**config.mk**
```make
export PLATFORM = sky130hd
export DESIGN_NAME = act_lut_interp_pipe
export DESIGN_NICKNAME = d
export VERILOG_FILES = /design/src/rtl/act_lut_interp_pipe.sv
export SDC_FILE = /design/constraint.sdc
export NUM_CORES = 1
export LEC_CHECK = 0
export ABC_CLOCK_PERIOD_IN_PS = 6640
export BUFFER_PORTS_ARGS = -buffer_cell sky130_fd_sc_hd__buf_4
export CORE_MARGIN = 2
export CORE_UTILIZATION = 60
export DETAILED_ROUTE_END_ITERATION = 10
export PLACE_DENSITY = 0.87
export SLEW_MARGIN = 20
export SYNTH_ARGS = -nofsm -noshare
export SYNTH_HDL_FRONTEND = slang
export SYNTH_SLANG_ARGS = --single-unit
export TNS_END_PERCENT = 100
```
**constraint.sdc**
```tcl
create_clock -name clk -period 6.64 [get_ports clk]
set_clock_uncertainty 0.1 [all_clocks]
set_input_delay 0.664 -clock clk [delete_from_list [all_inputs] [get_ports clk]]
set_output_delay 0.664 -clock clk [all_outputs]
set_load 0.02 [all_outputs]
```
**src/rtl/act_lut_interp_pipe.sv**
```systemverilog
// rtl/act_lut_interp_pipe.sv - pipelined multi-channel LUT-interpolation / ReLU / identity activation unit
module act_lut_interp_pipe #(
    parameter int DATA_W = 8,
    parameter int FRAC_W = 4,
    parameter int CH     = 2,
    localparam int IDX_W = DATA_W - FRAC_W
) (
    input  logic                 clk,
    input  logic                 rst,
    input  logic                 in_valid,
    output logic                 in_ready,
    input  logic [1:0]           in_mode,
    input  logic [CH*DATA_W-1:0] in_z,
    output logic                 out_valid,
    input  logic                 out_ready,
    output logic [CH*DATA_W-1:0] out_a,
    input  logic                 lut_we,
    input  logic [IDX_W-1:0]     lut_addr,
    input  logic [DATA_W-1:0]    lut_data
);
    localparam int DEPTH  = 1 << IDX_W;
    localparam int PROD_W = DATA_W + FRAC_W + 2;
    localparam logic [IDX_W-1:0] MAX_POS_IDX = {1'b0, {(IDX_W-1){1'b1}}};

    logic signed [DATA_W-1:0] lut [DEPTH];
    logic                     en;

    logic [IDX_W-1:0]         idx_c   [CH];
    logic [IDX_W-1:0]         idx_n_c [CH];
    logic signed [DATA_W-1:0] base_c  [CH];
    logic signed [DATA_W-1:0] next_c  [CH];

    logic                     v1;
    logic [1:0]               mode1;
    logic signed [DATA_W-1:0] z1    [CH];
    logic signed [DATA_W-1:0] base1 [CH];
    logic signed [DATA_W-1:0] next1 [CH];
    logic [FRAC_W-1:0]        rem1  [CH];

    logic signed [DATA_W:0]   diff_c [CH];
    logic signed [PROD_W-1:0] prod_c [CH];

    logic                     v2;
    logic [1:0]               mode2;
    logic signed [DATA_W-1:0] z2    [CH];
    logic signed [DATA_W-1:0] base2 [CH];
    logic signed [PROD_W-1:0] prod2 [CH];

    logic [CH*DATA_W-1:0]     a_c;

    assign en       = !out_valid || out_ready;
    assign in_ready = en;

    // The largest positive bucket clamps instead of interpolating toward the negative end of the table.
    always_comb begin
        for (int k = 0; k < CH; k++) begin
            idx_c[k]   = in_z[k*DATA_W+FRAC_W +: IDX_W];
            idx_n_c[k] = idx_c[k] + IDX_W'(1);
            base_c[k]  = lut[idx_c[k]];
            next_c[k]  = (idx_c[k] == MAX_POS_IDX) ? base_c[k] : lut[idx_n_c[k]];
        end
    end

    always_comb begin
        for (int k = 0; k < CH; k++) begin
            diff_c[k] = $signed({next1[k][DATA_W-1], next1[k]}) - $signed({base1[k][DATA_W-1], base1[k]});
            prod_c[k] = PROD_W'(diff_c[k]) * PROD_W'($signed({1'b0, rem1[k]}));
        end
    end

    // Interpolated result lies between base and next, so truncation to DATA_W is exact.
    always_comb begin
        a_c = '0;
        for (int k = 0; k < CH; k++) begin
            case (mode2)
                2'd0:    a_c[k*DATA_W +: DATA_W] = base2[k] + DATA_W'(prod2[k] >>> FRAC_W);
                2'd1:    a_c[k*DATA_W +: DATA_W] = z2[k][DATA_W-1] ? '0 : z2[k];
                default: a_c[k*DATA_W +: DATA_W] = z2[k];
            endcase
        end
    end

    always_ff @(posedge clk) begin
        if (!rst) begin
            for (int i = 0; i < DEPTH; i++) begin
                lut[i] <= '0;
            end
            v1        <= 1'b0;
            v2        <= 1'b0;
            out_valid <= 1'b0;
            out_a     <= '0;
            mode1     <= '0;
            mode2     <= '0;
            for (int k = 0; k < CH; k++) begin
                z1[k]    <= '0;
                base1[k] <= '0;
                next1[k] <= '0;
                rem1[k]  <= '0;
                z2[k]    <= '0;
                base2[k] <= '0;
                prod2[k] <= '0;
            end
        end else begin
            if (lut_we) begin
                lut[lut_addr] <= lut_data;
            end
            if (en) begin
                v1        <= in_valid;
                v2        <= v1;
                out_valid <= v2;
                if (in_valid) begin
                    mode1 <= in_mode;
                    for (int k = 0; k < CH; k++) begin
                        z1[k]    <= in_z[k*DATA_W +: DATA_W];
                        base1[k] <= base_c[k];
                        next1[k] <= next_c[k];
                        rem1[k]  <= in_z[k*DATA_W +: FRAC_W];
                    end
                end
                if (v1) begin
                    mode2 <= mode1;
                    for (int k = 0; k < CH; k++) begin
                        z2[k]    <= z1[k];
                        base2[k] <= base1[k];
                        prod2[k] <= prod_c[k];
                    end
                end
                if (v2) begin
                    out_a <= a_c;
                end
            end
        end
    end

endmodule
```
# --- Yosys cells after proc, flatten, opt, wreduce, memory -nomap -nowiden ---
# Memory sizes are Yosys's and may differ from the RTL's.
# Cells that the tools add are included.
word_totals:
  latch_bits: 0
  output_inout_bits: 18
  inputBits: 35
  regBits: 23
  memories: 8
  mem_bits_ro: 0
  ramBits: 244
  wordCells: 81
classes:
  n_reduce_logical: 7
  add_sub_neg: 6
  eq_ne: 3
  muxes: 35
  shifts: 0
  n_bitwise: 14
  n_mul: 2
  n_div: 0
  n_lt_le_gt_ge: 0
memory_table:
  columns: ["name", "depth", "word_bits", "rd", "rd_clocked_by_memory_dff", "wr", "line", "source"]
  rows:
  - ["lut", 16, 8, 4, 0, 16, "25", "logic signed [DATA_W-1:0] lut [DEPTH];"]
  - ["prod2", 2, 14, 2, 0, 2, "47", "logic signed [PROD_W-1:0] prod2 [CH];"]
  - ["base1", 2, 8, 2, 0, 2, "36", "logic signed [DATA_W-1:0] base1 [CH];"]
  - ["base2", 2, 8, 2, 0, 2, "46", "logic signed [DATA_W-1:0] base2 [CH];"]
  - ["next1", 2, 8, 2, 0, 2, "37", "logic signed [DATA_W-1:0] next1 [CH];"]
  - ["z1", 2, 8, 2, 0, 2, "35", "logic signed [DATA_W-1:0] z1 [CH];"]
  - ["2 more memories", null, null, null, null, null, null, null]
op_table:
  columns: ["cell", "count"]
  rows:
  - ["$mux 8", 13]
  - ["$pmux 8 s2", 2]
  - ["$mul 9x5->14", 2]
  - ["$mux 14", 2]
  - ["$sub 8x8->9", 2]
  - ["$add 8x8->8", 2]
  - ["$mux 7", 2]
  - ["$or 1x1->1", 14]
  - ["$mux 1", 13]
  - ["$mux 4", 3]
  - ["$add 4x1->4 const B", 2]
  - ["$eq 4x3->1 const B", 2]
  - ["$reduce_or 8->1", 1]
  - ["$reduce_and 2->1", 3]
  - ["$eq 2x1->1 const B", 1]
  - ["$logic_not 2->1", 1]
  - ["$logic_not 1->1", 1]
  - ["$logic_or 1x1->1", 1]

# --- Logic depth before layout (Yosys ltp) ---
# Gate-level depths: netlist (run 1).
logic_depth:
  word_depth: 6
  mapped_depth: 21

# --- Worst setup path after synthesis (run 1) ---
# OpenSTA, ideal clock, no wires.
synth_path:
  kind: "flip-flop to flip-flop"
  start: "memory base1[0][1]"
  end: "memory prod2[0][11] (netlist name), data pin"
  t_arrival_ps: 4307
  setup_slack_ps: 1969
  t_required_ps: 6275
  path_stages_with_launch: 20
  setup_time_ps: 265
  cell_sequence: "edfxtp_1 inv_1 ha_1 nor2b_1 o21ai_0 a21boi_0 o21a_1 o31ai_2 mux2i_1 ha_1 fa_1 inv_1 fa_1 inv_1 ha_1 and2_1 o21a_1 a41o_1 o221ai_1 o31ai_1"
synth_rtl:
  columns: ["item", "line"]
  rows:
  - ["start: declaration", "36"]
  - ["end: declaration", "47"]

==> results.md, run 1 <==
- Proportion of layout cells with a drive suffix above 1: 20.3%
- Mean post-synth cell area: 12.9 sq um
- Maximum number of buffers from clock root to sink: 3
- Data required, critical path: 6.81 ns
- First-pass GRT wire length: 66,500 microns
- Vias in the first global route: 11,700
- Peak VDD IR: 0.000243 V
- Detail-routed via count per cell: 6.67
- Total power draw: 4.61 mW
- Final Hold Slack: 0.258 ns
- F_max: 194 MHz
- Antenna-violating nets left: 0
- Commonest cells after routing, fill and taps aside: edfxtp_1 (224), and2_1 (210), mux4_2 (146)
- Reg-to-reg startpoint: base1[0][1]
- Placed wire-length estimate: 29,500 microns
- H-tree depth reported by CTS: 1
- Pin count of the biggest net entering global routing: 67
- Floorplan die height: 172 microns
- Endpoints failing setup: 0
- Count of buffers inserted at the top-level ports: 52
- Internal power: 3.25 mW
- Endpoint of the worst register-to-register path: prod2[0][11]
- Worst slack at placement: 1.59 ns
- Arrival time worst endpoint: 5.31 ns
- Die Area: 29,600 sq um
- CP startpoint kind: flop
- Area of the mapped netlist: 17,000 sq um
- Share of power burned in combinational logic: 27.3%
- Switching power share of the total: 29.6%
- Asr flop ratio synth: 0%
- Total Neg Setup Slack: 0 ns
- Power density normalized to cell area: 250 nW/um^2
- Reported max-cap violation count: 0
- Number of synthesized flops with an enable pin: 224
- Buffer cell driving the clock tree root: clkbuf_16
- Slack of the critical path: 1.49 ns
- Number of standard cells after synthesis: 1,314
- Switching power of the nets: 1.37 mW
- Mapped Nets: 1,453
- Clock Sinks: 247
- Most frequently used flop master after synthesis: edfxtp_1
- Count of buffers added by post-CTS timing repair for setup: 0
- TritonCTS Buffers: 26
- Compound-Gate Fraction of Synth Area: 5.46%
- Placer Congestion: 0.987
- Core Rows: 61
- Leading cell type in the layout, fill and taps excluded: edfxtp_1
- Setup crit end kind: flop
- Antenna violations before repair: 0
- Initial core utilization: 61.1%
- Area growth from synthesis to layout: 8.72%
- Routed wire length per instance: 24.3 microns
- Fin. Hold Viols: 0
- # resized after CTS: 0
- Area used by sequential logic in the layout: 7190 sq um
- Final core utilization: 66.4%
- Source-to-sink clock delay at the later pin of the worst-skew pair: 0.55 ns
- Worst reg2reg setup slack: 1.49 ns
- Post-Place Cell Area: 17,600 sq um
- Number of filler cells placed in the layout: 1,907
- Seq/Total Area, Yosys: 42.4%
- Largest area contributor in the synthesized netlist: edfxtp_1
- Multi-input logic area: 9150 sq um
- 1st-pass router iterations: 5
- Classification of the worst-slack hold path: in2reg
- Fraction of the mapped netlist area in adder cells: 9.17%
- Dominant combinational cell family by area after synthesis: multiplexers
- All-layer global routing usage: 30.1%
- Number of buffers added to fix hold violations after cts: 0
- Final standard cell area without fillers: 18,400 sq um
- DR DRC count: 0
- Share of the cycle needed by the critical path after routing: 77.5%
- Sequential share of power: 41.3%
- Routed via count: 11,500
- Source of the critical timing path: base1[0][1]
- Setup Crit Path Kind: reg2reg
- Final period demand of the worst path: 5.15 ns
- Sum of routed wire length over all layers: 42,000 microns
- Result of the run: finished clean
- Largest cells by area after synthesis: edfxtp_1 (40%), mux4_2 (19%), and2_1 (7.7%), ha_1 (5.2%), fa_1 (4.0%)
- Setup repair after global routing missed its margin: no
- Syn. warnings: 0
- CTS tree: yes
- Clock share of power: 31.4%
- Static leakage: 7.10 nW
- Max-slew headroom: 26.8%
- Critical path endpoint: prod2[0][11]
- GRT overflow: 0
- Iteration-0 DRC count of the detailed router: 1,480
- Synth Area in Simple Gates: 14.9%
- Cell total after placement: 1,679
- Clock-pin slew reported for the worst setup and hold paths after clock tree synthesis: 0.06 ns
- Total of flip-flops plus latches after synthesis: 247
- Largest driver fanout on the critical path: 4
- Depth of the worst register-to-register path: 19
- Total core area: 27,800 sq um
- Top-area cell type share of the netlist area: 39.6%
- Xor and xnor area share after synthesis: 1.96%
- Top-level port count: 53
- Distinct cells, synth: 62
- Mux cell area share after synthesis: 22.1%
- Slew of the pin with the lowest slew margin: 1.10 ns
- Number of pins with negative max-slew slack in the final report: 0
- Number of standard cells in the layout, taps in and fillers out: 1,727
- Die Span X: 172 microns
- Net count reported at finish: 1,468
sequential cells by signal, indices dropped and copies added (netlist names):
signal / cells
mode1: 2
z2: 16
prod2: 16
out_a: 16
next1: 16
base2: 16
rem1: 7
base1: 16
mode2: 2
lut: 128
z1: 9
out_valid: 1
v2: 1
v1: 1
final cells by class:
type / instances / share of cell area (%)
Tap cell: 378 / 2.56
Sequential cell: 247 / 39.0
Inverter: 86 / 1.75
Clock inverter: 13 / 0.631
Antenna cell: 1 / 0.0136
Timing Repair Buffer: 62 / 2.52
Clock buffer: 34 / 3.97
Multi-Input combinational cell: 906 / 49.6
critical path, cell delays in order, from the launching register on:
cell and delay (ns):
edfxtp_1 0.42, inv_1 0.11, ha_1 0.23, nor2b_1 0.13
o21ai_0 0.23, a21boi_0 0.17, o21a_1 0.23, o31ai_2 0.42
mux2i_1 0.25, ha_1 0.27, fa_1 0.52, inv_1 0.06
fa_1 0.49, inv_1 0.04, ha_1 0.32, and2_1 0.17
o21a_1 0.17, a41o_1 0.23, o221ai_1 0.21, o31ai_1 0.11
synth_stat cells, drive strengths merged, types with 12 or more instances:
cell type	instances
o21ai	26
ha	70
edfxtp	224
nand2b	17
xnor2	20
clkbuf	48
mux4	159
nor2b	14
nand2	70
nor2	72
nor3b	19
a21o	13
a21oi	38
buf	26
nor3	18
o21a	12
xor2	18
fa	34
dfxtp	23
a221oi	13
inv	86
and2	210
worst min path at each step:
stage | startpoint | endpoint | slack, ns | cells past startpoint
after floorplan | mode1[0] | mode2[0] | 0.34 | 1
after global routing | in_mode[0] | mode1[0] | 0.25 | 2
after CTS | in_mode[0] | mode1[0] | 0.24 | 2
final | in_mode[0] | mode1[0] | 0.26 | 2
after global placement | mode1[0] | mode2[0] | 0.36 | 1
after detailed placement | mode1[1] | mode2[1] | 0.37 | 1
layer usage:
layer | GRT usage [%] | up-vias | wire length (microns)
met2 | 50.5 | 755 | 20300
met4 | 16.1 | 0 | 2880
met1 | 37.3 | 5653 | 14600
li1 | - | 4944 | -
met5 | 0 | - | 0
met3 | 5.65 | 171 | 4220
logic make-up after synthesis:
logic type | after synthesis
flip-flops | 247
multiplexers | 171
XOR/XNOR | 38
AO/OA/AOI/OAI | 136
buffers and inverters | 161
AND/OR/NAND/NOR | 457
adder cells (fa/ha/maj) | 104
power groups by stage:
stage	registers (mW)	logic (mW)	clock network (mW)
floorplan	1.90	0.950	0
global placement	1.92	1.18	0
detailed placement	1.93	1.23	0
CTS	1.90	1.25	1.45
global route	1.92	1.38	1.51
finish	1.91	1.26	1.45
Power figures use the tool's default switching activity.
==> run 2: changes to the inputs <==
--- a/config.mk
+++ b/config.mk
@@ -5,7 +5,8 @@
 export SDC_FILE = /design/constraint.sdc
 export NUM_CORES = 1
 export LEC_CHECK = 0
-export ABC_CLOCK_PERIOD_IN_PS = 6640
+export ABC_AREA = 1
+export ABC_CLOCK_PERIOD_IN_PS = 5400
 export BUFFER_PORTS_ARGS = -buffer_cell sky130_fd_sc_hd__buf_4
 export CORE_MARGIN = 2
 export CORE_UTILIZATION = 60
==> constraint.sdc (replaced) <==
create_clock -name clk -period 5.4 [get_ports clk]
set_clock_uncertainty 0.1 [all_clocks]
set_input_delay 0.54 -clock clk [delete_from_list [all_inputs] [get_ports clk]]
set_output_delay 0.54 -clock clk [all_outputs]
set_load 0.02 [all_outputs]
==> run 2 against run 1 <==
  * Sequential cell count unchanged
  * Maximum frequency grew 11%
  * Non-clock buffer count grew 1
  * Combinational power increased by 33%
  * Sequential power rose by 21%
  * Utilization shrank 1.4 points
  * Area after synthesis up 1.7%
  * Die area up 1.7%
  * Sequential share of layout area down 0.23 points
  * Register-to-register slack worse by 0.72 ns
  * Critical path type unchanged
==> results.md, run 2 <==
- Core Rows: 62 (+1.6%)
- # resized after CTS: 0 (unchanged)
- Met2 demand-to-capacity share in global routing: 51.3% (+0.75 points)
- Most repeated cell in the gate-level netlist after synthesis: inv_1
- Number of standard cells in the layout, taps in and fillers out: 2,564 (+48%)
- Routed via count: 16,100 (+40%)
- Top-area cell type share of the netlist area: 39.0% (-0.67 points)
- Hold Path End: mode1[0]
- Maximum number of buffers from clock root to sink: 3 (unchanged)
- Count of buffers inserted at the top-level ports: 52 (unchanged)
- Antenna diodes: 0 (-1)
- DR DRC count: 0 (unchanged)
- Iteration-0 DRC count of the detailed router: 2,994 (+100%)
- Syn. warnings: 0 (unchanged)
- Static leakage: 8.14 nW (+15%)
- Setup Crit Path Kind: reg2reg
- Area growth from synthesis to layout: 7.53%
- Setup crit end kind: flop
- H-tree depth reported by CTS: 1 (unchanged)
- Number of buffers added to fix hold violations after cts: 0 (unchanged)
- Area of the mapped netlist: 17,300 sq um (+1.7%)
- Total of flip-flops plus latches after synthesis: 247 (unchanged)
- Routed wire length per instance: 19.3 microns (-21%)
- Buffer cell driving the clock tree root: clkbuf_16
- Largest driver fanout on the critical path: 3 (-1)
- Asr flop ratio synth: 0% (unchanged)
- Antenna-violating nets left: 0 (unchanged)
- Arrival time worst endpoint: 4.81 ns (-0.50 ns)
- Seq/Total Area, Yosys: 41.6% (-0.72 points)
- Share of the cycle needed by the critical path after routing: 85.6% (+8.1 points)
- Endpoint of the worst register-to-register path: prod2[0][11]
- Dominant cell type by count on the critical path: inv_1
- Depth of the worst register-to-register path: 24 (+5)
- Leading cell type in the layout, fill and taps excluded: inv_1
- Fin. Hold Viols: 0 (unchanged)
- Worst reg2reg setup slack: 0.78 ns (-0.72 ns)
- Floorplan die height: 174 microns (+0.84%)
- Worst path max stage delay: 0.49 ns (-0.03 ns)
- Clock Sinks: 247 (unchanged)
- Setup repair after global routing missed its margin: no
- Most numerous cell types in the synthesized netlist: inv_1 (295), nand2_1 (290), nor2_1 (271), a21oi_1 (253), edfxtp_1 (224)
- Peak VDD IR: 0.000259 V (+6.4%)
- Cell total after placement: 2,519 (+50%)
- Power density normalized to cell area: 309 nW/um^2 (+24%)
- Most frequently used flop master after synthesis: edfxtp_1
- Net count reported at finish: 2,301 (+57%)
- Antenna violations before repair: 1 (+1)
- Mapped Nets: 2,326 (+60%)
- Combined buffer and inverter count along the critical path: 5 (+2)
- Distinct cells, synth: 43 (-31%)
- Max-slew headroom: 21.7% (-5.1 points)
- Number of synthesized flops with an enable pin: 224 (unchanged)
- Cell count of the worst hold path: 3 (+1)
- Met1 capacity usage during global routing: 41.4% (+4.1 points)
- TritonCTS Buffers: 25 (-3.8%)
- Detail-routed via count per cell: 6.28 (-5.8%)
- Slew of the pin with the lowest slew margin: 1.17 ns (+0.0757 ns)
- Hold path startpoint: in_mode[0]
- First-pass GRT wire length: 76,700 microns (+15%)
- Number of standard cells after synthesis: 2,187 (+66%)
- Sum of routed wire length over all layers: 49,500 microns (+18%)
- Classification of the worst-slack hold path: in2reg
- Global routing usage on met3: 6.95% (+1.3 points)
- Total core area: 28,500 sq um (+2.8%)
- Critical path, cell by cell: ha_1, fa_1, inv_1, nand2_1, nand2_1, nand2_1, o21bai_1, xor2_1, inv_1, nor2_1, ha_1, fa_1, inv_1, fa_1, inv_1, ha_1, inv_1, o21bai_1, a31oi_1, o21ai_0, a21oi_1, nand3_1, nand2_1, nor2_1
- All-layer global routing usage: 32.0% (+1.9 points)
- Mean post-synth cell area: 7.89 sq um (-39%)
- Reported max-cap violation count: 0 (unchanged)
- Logic depth of the worst setup path including buffers: 24 (+5)
- Count of buffers added by post-CTS timing repair for setup: 0 (unchanged)
- Vias in the first global route: 14,700 (+26%)
- Endpoints failing setup: 0 (unchanged)
- Final period demand of the worst path: 4.62 ns (-0.523 ns)
- Slowest cell on the critical path: fa_1
- Result of the run: finished clean
- Pin count of the biggest net entering global routing: 180 (+170%)
- Reg-to-reg startpoint: base1[0][0]
- Family of cells with the greatest summed delay on the critical path: adder cells
- Clock-pin slew reported for the worst setup and hold paths after clock tree synthesis: 0.07 ns (about the same)
- Top-level port count: 53 (unchanged)
- Source-to-sink clock delay at the later pin of the worst-skew pair: 0.54 ns (about the same)
- Commonest cells after routing, fill and taps aside: inv_1 (294), nand2_1 (288), nor2_1 (271)
- Source of the critical timing path: base1[0][0]
- Placer Congestion: 0.999 (+1.1%)
- F_max: 216 MHz (+11%)
- CTS tree: yes
- Placed wire-length estimate: 34,500 microns (+17%)
- Proportion of layout cells with a drive suffix above 1: 6.10% (-14 points)
- GRT overflow: 0 (unchanged)
- Reg with most FFs: lut
- 1st-pass router iterations: 10 (+5)
- Largest cells by area after synthesis: edfxtp_1 (39%), a21oi_1 (7.3%), inv_1 (6.4%), nand2_1 (6.3%), nor2_1 (5.9%)
- Layer with the highest usage: met2
- Data required, critical path: 5.59 ns (-1.22 ns)
- Die Area: 30,100 sq um (+1.7%)
- Total Neg Setup Slack: 0 ns (unchanged)
- Largest area contributor in the synthesized netlist: edfxtp_1
- CP startpoint kind: flop
- Number of pins with negative max-slew slack in the final report: 0 (unchanged)
- Initial core utilization: 60.5% (-0.61 points)
- Die Span X: 174 microns (+0.84%)
- Number of flip-flops in the largest register: 128 (unchanged)
[run 2: cell type report]
type | instances | area, sq um
Clock buffer | 34 | 679
Clock inverter | 11 | 138
Timing Repair Buffer | 63 | 498
Sequential cell | 247 | 7190
Multi-Input combinational cell | 1514 | 8410
Fill cell | 2341 | 9990
Inverter | 311 | 1170
Tap cell | 384 | 480
[run 2: worst max path at each step]
stage / endpoint / slack (ns)
5_1_grt: prod2[0][11] / 0.42
4_1_cts: prod2[0][11] / 0.80
6_report: prod2[0][11] / 0.78
3_3_place_gp: prod2[0][11] / 0.89
3_5_place_dp: prod2[0][11] / 0.80
2_1_floorplan: prod2[0][11] / 1.11
[run 2: layer usage]
metal,share of wire [%],vias to the layer above
met5,0.024,-
met4,6.3,2
met3,13,262
met2,45,1075
met1,37,7364
li1,-,7406
[run 2: tightest hold or removal path, stage by stage]
cell and delay (ns):
buf_4 0.09, nand2_1 0.05, o21ai_0 0.06
[run 2: cell families after synthesis]
logic type               share of synthesized area (%)
AND/OR/NAND/NOR                                   19.5
AO/OA/AOI/OAI                                     19.0
buffers and inverters                             9.74
flip-flops                                        41.6
adder cells (fa/ha/maj)                           9.02
XOR/XNOR                                          1.15
[run 2: report_power, final]
group          internal, mW  leakage [nW]  switching, mW  total (mW)
registers              2.23          2.45         0.0851        2.31
clock network          1.02         0.398          0.724        1.75
logic                 0.546          5.30           1.13        1.68
[run 2: metrics by stage]
| stage | cell area, sq um | setup slack, ns | utilization (%) | hold WS [ns] | total power [mW] |
|---|---|---|---|---|---|
| after floorplan | 17300 | 1.11 | - | 0.351 | 3.55 |
| after global placement | 17700 | 0.891 | 62.1 | 0.367 | 3.90 |
| after detailed placement | 17700 | 0.804 | 62.1 | 0.375 | 3.97 |
| after CTS | 18500 | 0.798 | 65.0 | 0.131 | 5.70 |
| after global routing | 18600 | 0.421 | 65.0 | 0.162 | 6.04 |
| final | 18600 | 0.776 | 65.0 | 0.145 | 5.74 |
==> run 3: changes to the inputs <==
--- a/config.mk
+++ b/config.mk
@@ -5,12 +5,12 @@
 export SDC_FILE = /design/constraint.sdc
 export NUM_CORES = 1
 export LEC_CHECK = 0
-export ABC_AREA = 1
 export ABC_CLOCK_PERIOD_IN_PS = 5400
 export BUFFER_PORTS_ARGS = -buffer_cell sky130_fd_sc_hd__buf_4
 export CORE_MARGIN = 2
 export CORE_UTILIZATION = 60
 export DETAILED_ROUTE_END_ITERATION = 10
+export GPL_ROUTABILITY_DRIVEN = 0
 export PLACE_DENSITY = 0.87
 export SLEW_MARGIN = 20
 export SYNTH_ARGS = -nofsm -noshare
==> constraint.sdc (replaced) <==
create_clock -name clk -period 5.4 [get_ports clk]
set_clock_uncertainty 0.1 [all_clocks]
set_input_delay 0.54 -clock clk [delete_from_list [all_inputs] [get_ports clk]]
set_output_delay 0.54 -clock clk [all_outputs]
set_load 0.05 [all_outputs]
==> run 3 against run 2 <==
  * Final area shrank 0.14%
  * Register-to-register slack got worse by 0.54 ns
  * Via count shrank 29%
  * Sequential power barely moved
  * Sequential share of layout area rose by 0.055 points
  * Setup slack lost 0.54 ns
  * Non-clock buffer count rose by 5
  * Global-route usage down 2.0 points
  * Combinational power decreased by 5%
  * Die area down 1.7%
==> results.md, run 3 (synthesized netlist as in run 1, its figures left out) <==
- Total power draw: 5.80 mW (+1.0%)
- CTS tree: yes
- Leading cell type in the layout, fill and taps excluded: edfxtp_1
- Reg-to-reg startpoint: base1[0][0]
- F_max: 194 MHz (-10%)
- Clock Sinks: 247 (unchanged)
- Number of buffers added to fix hold violations after cts: 0 (unchanged)
- Number of standard cells in the layout, taps in and fillers out: 1,733 (-32%)
- Detail-routed via count per cell: 6.64 (+5.7%)
- Count of buffers inserted at the top-level ports: 52 (unchanged)
- Slew of the pin with the lowest slew margin: 1.22 ns (+0.0416 ns)
- Iteration-0 DRC count of the detailed router: 1,677 (-44%)
- Depth of the worst register-to-register path: 18 (-25%)
- Floorplan die height: 172 microns (-0.83%)
- Placed wire-length estimate: 29,800 microns (-14%)
- Slack of the critical path: 0.239 ns (-0.537 ns)
- Top-level port count: 53 (unchanged)
- # resized after CTS: 0 (unchanged)
- Pin count of the biggest net entering global routing: 67 (-63%)
- Buffer cell driving the clock tree root: clkbuf_16
- Static leakage: 7.13 nW (-12%)
- Initial core utilization: 61.1% (+0.61 points)
- Net count reported at finish: 1,473 (-36%)
- TritonCTS Buffers: 25 (unchanged)
- Max-slew headroom: 18.4% (-3.3 points)
- Share of the cycle needed by the critical path after routing: 95.6% (+9.9 points)
- DR DRC count: 0 (unchanged)
- Arrival time worst endpoint: 5.34 ns (+0.53 ns)
- Antenna violations before repair: 3 (+2)
- Final period demand of the worst path: 5.16 ns (+0.537 ns)
- Worst slack at placement: 0.330 ns (-0.474 ns)
- GRT overflow: 0 (unchanged)
- All-layer global routing usage: 30.0% (-2.0 points)
- Classification of the worst-slack hold path: in2reg
- Largest driver fanout on the critical path: 4 (+1)
- Proportion of layout cells with a drive suffix above 1: 20.5% (+14 points)
- Total core area: 27,800 sq um (-2.7%)
- Number of filler cells placed in the layout: 1,914 (-18%)
- Hold path startpoint: in_mode[1]
- Routed wire length per instance: 24.6 microns (+27%)
- Result of the run: finished clean
- Sum of routed wire length over all layers: 42,600 microns (-14%)
- Number of pins with negative max-slew slack in the final report: 0 (unchanged)
- H-tree depth reported by CTS: 1 (unchanged)
- Setup Crit Path Kind: reg2reg
- Total Neg Setup Slack: 0 ns (unchanged)
- Reg with most FFs: lut
- Final core utilization: 66.7% (+1.7 points)
- Source of the critical timing path: base1[0][0]
- Setup crit end kind: flop
- Final Hold Slack: 0.124 ns (-0.0216 ns)
- Peak VDD IR: 0.000325 V (+25%)
- CP startpoint kind: flop
- First-pass GRT wire length: 65,800 microns (-14%)
- Core Rows: 61 (-1.6%)
- Number of flip-flops in the largest register: 128 (unchanged)
- Source-to-sink clock delay at the later pin of the worst-skew pair: 0.56 ns (+0.02 ns)
- Power density normalized to cell area: 313 nW/um^2 (+1.2%)
- Clock-pin slew reported for the worst setup and hold paths after clock tree synthesis: 0.07 ns (about the same)
- Maximum number of buffers from clock root to sink: 3 (unchanged)
- Vias in the first global route: 11,400 (-23%)
- 1st-pass router iterations: 6 (-4)
- Die Span X: 172 microns (-0.83%)
- Die Area: 29,600 sq um (-1.7%)
- Cell total after placement: 1,684 (-33%)
- Antenna-violating nets left: 0 (unchanged)
- Commonest cells after routing, fill and taps aside: edfxtp_1 (224), and2_1 (210), mux4_2 (146)
- Reported max-cap violation count: 0 (unchanged)
- Setup repair after global routing missed its margin: no
- Area growth from synthesis to layout: 9.23%
- Routed via count: 11,500 (-29%)
- Endpoints failing setup: 0 (unchanged)
- Cell count of the worst hold path: 2 (-1)
- Final standard cell area without fillers: 18,500 sq um (-0.14%)
- Fin. Hold Viols: 0 (unchanged)
- Count of buffers added by post-CTS timing repair for setup: 0 (unchanged)
- Post-Place Cell Area: 17,600 sq um (-0.75%)
- Data required, critical path: 5.58 ns (about the same)
run 3: cell type report:
type,count,area (sq um),area share [%]
tap,378,473,2.55
antenna,2,5.00,0.0270
clock inverter,15,213,1.15
timing repair buffer,68,531,2.86
multi-input combinational,906,9140,49.3
inverter,86,323,1.74
clock buffer,31,661,3.56
sequential,247,7190,38.8
run 3: critical path, cell delays in order, from the launching register on:
cell and delay, ns:
edfxtp_1 0.38, ha_1 0.25, fa_1 0.41, nor2b_1 0.18
o31a_1 0.19, o21ai_0 0.12, a21boi_0 0.53, and2_1 0.22
ha_1 0.24, fa_1 0.50, inv_1 0.05, fa_1 0.49
inv_1 0.04, ha_1 0.32, and2_1 0.18, o21a_1 0.18
a41o_1 0.24, o221ai_1 0.19, o31ai_1 0.09
run 3: worst paths after layout:
check	end	slack, ns
worst min-delay path	mode1[1]	0.12
worst max-delay path	prod2[0][11]	0.24
worst min register to register	v2	0.39
worst max register to register	prod2[0][11]	0.24
run 3: where the power goes:
part | switching, mW | internal [mW]
Sequential | 0.113 | 2.23
Combinational | 0.873 | 0.719
Clock | 0.752 | 1.11
Total | 1.74 | 4.06
run 3: layer usage:
layer / wire (microns) / vias to the layer above / track usage [%] / share of wire [%]
li1: - / 4961 / - / -
met5: 23 / - / 0 / 0.054
met4: 3010 / 4 / 16.5 / 7.1
met3: 4430 / 204 / 5.72 / 10
met2: 20400 / 781 / 49.6 / 48
met1: 14800 / 5558 / 37.7 / 35
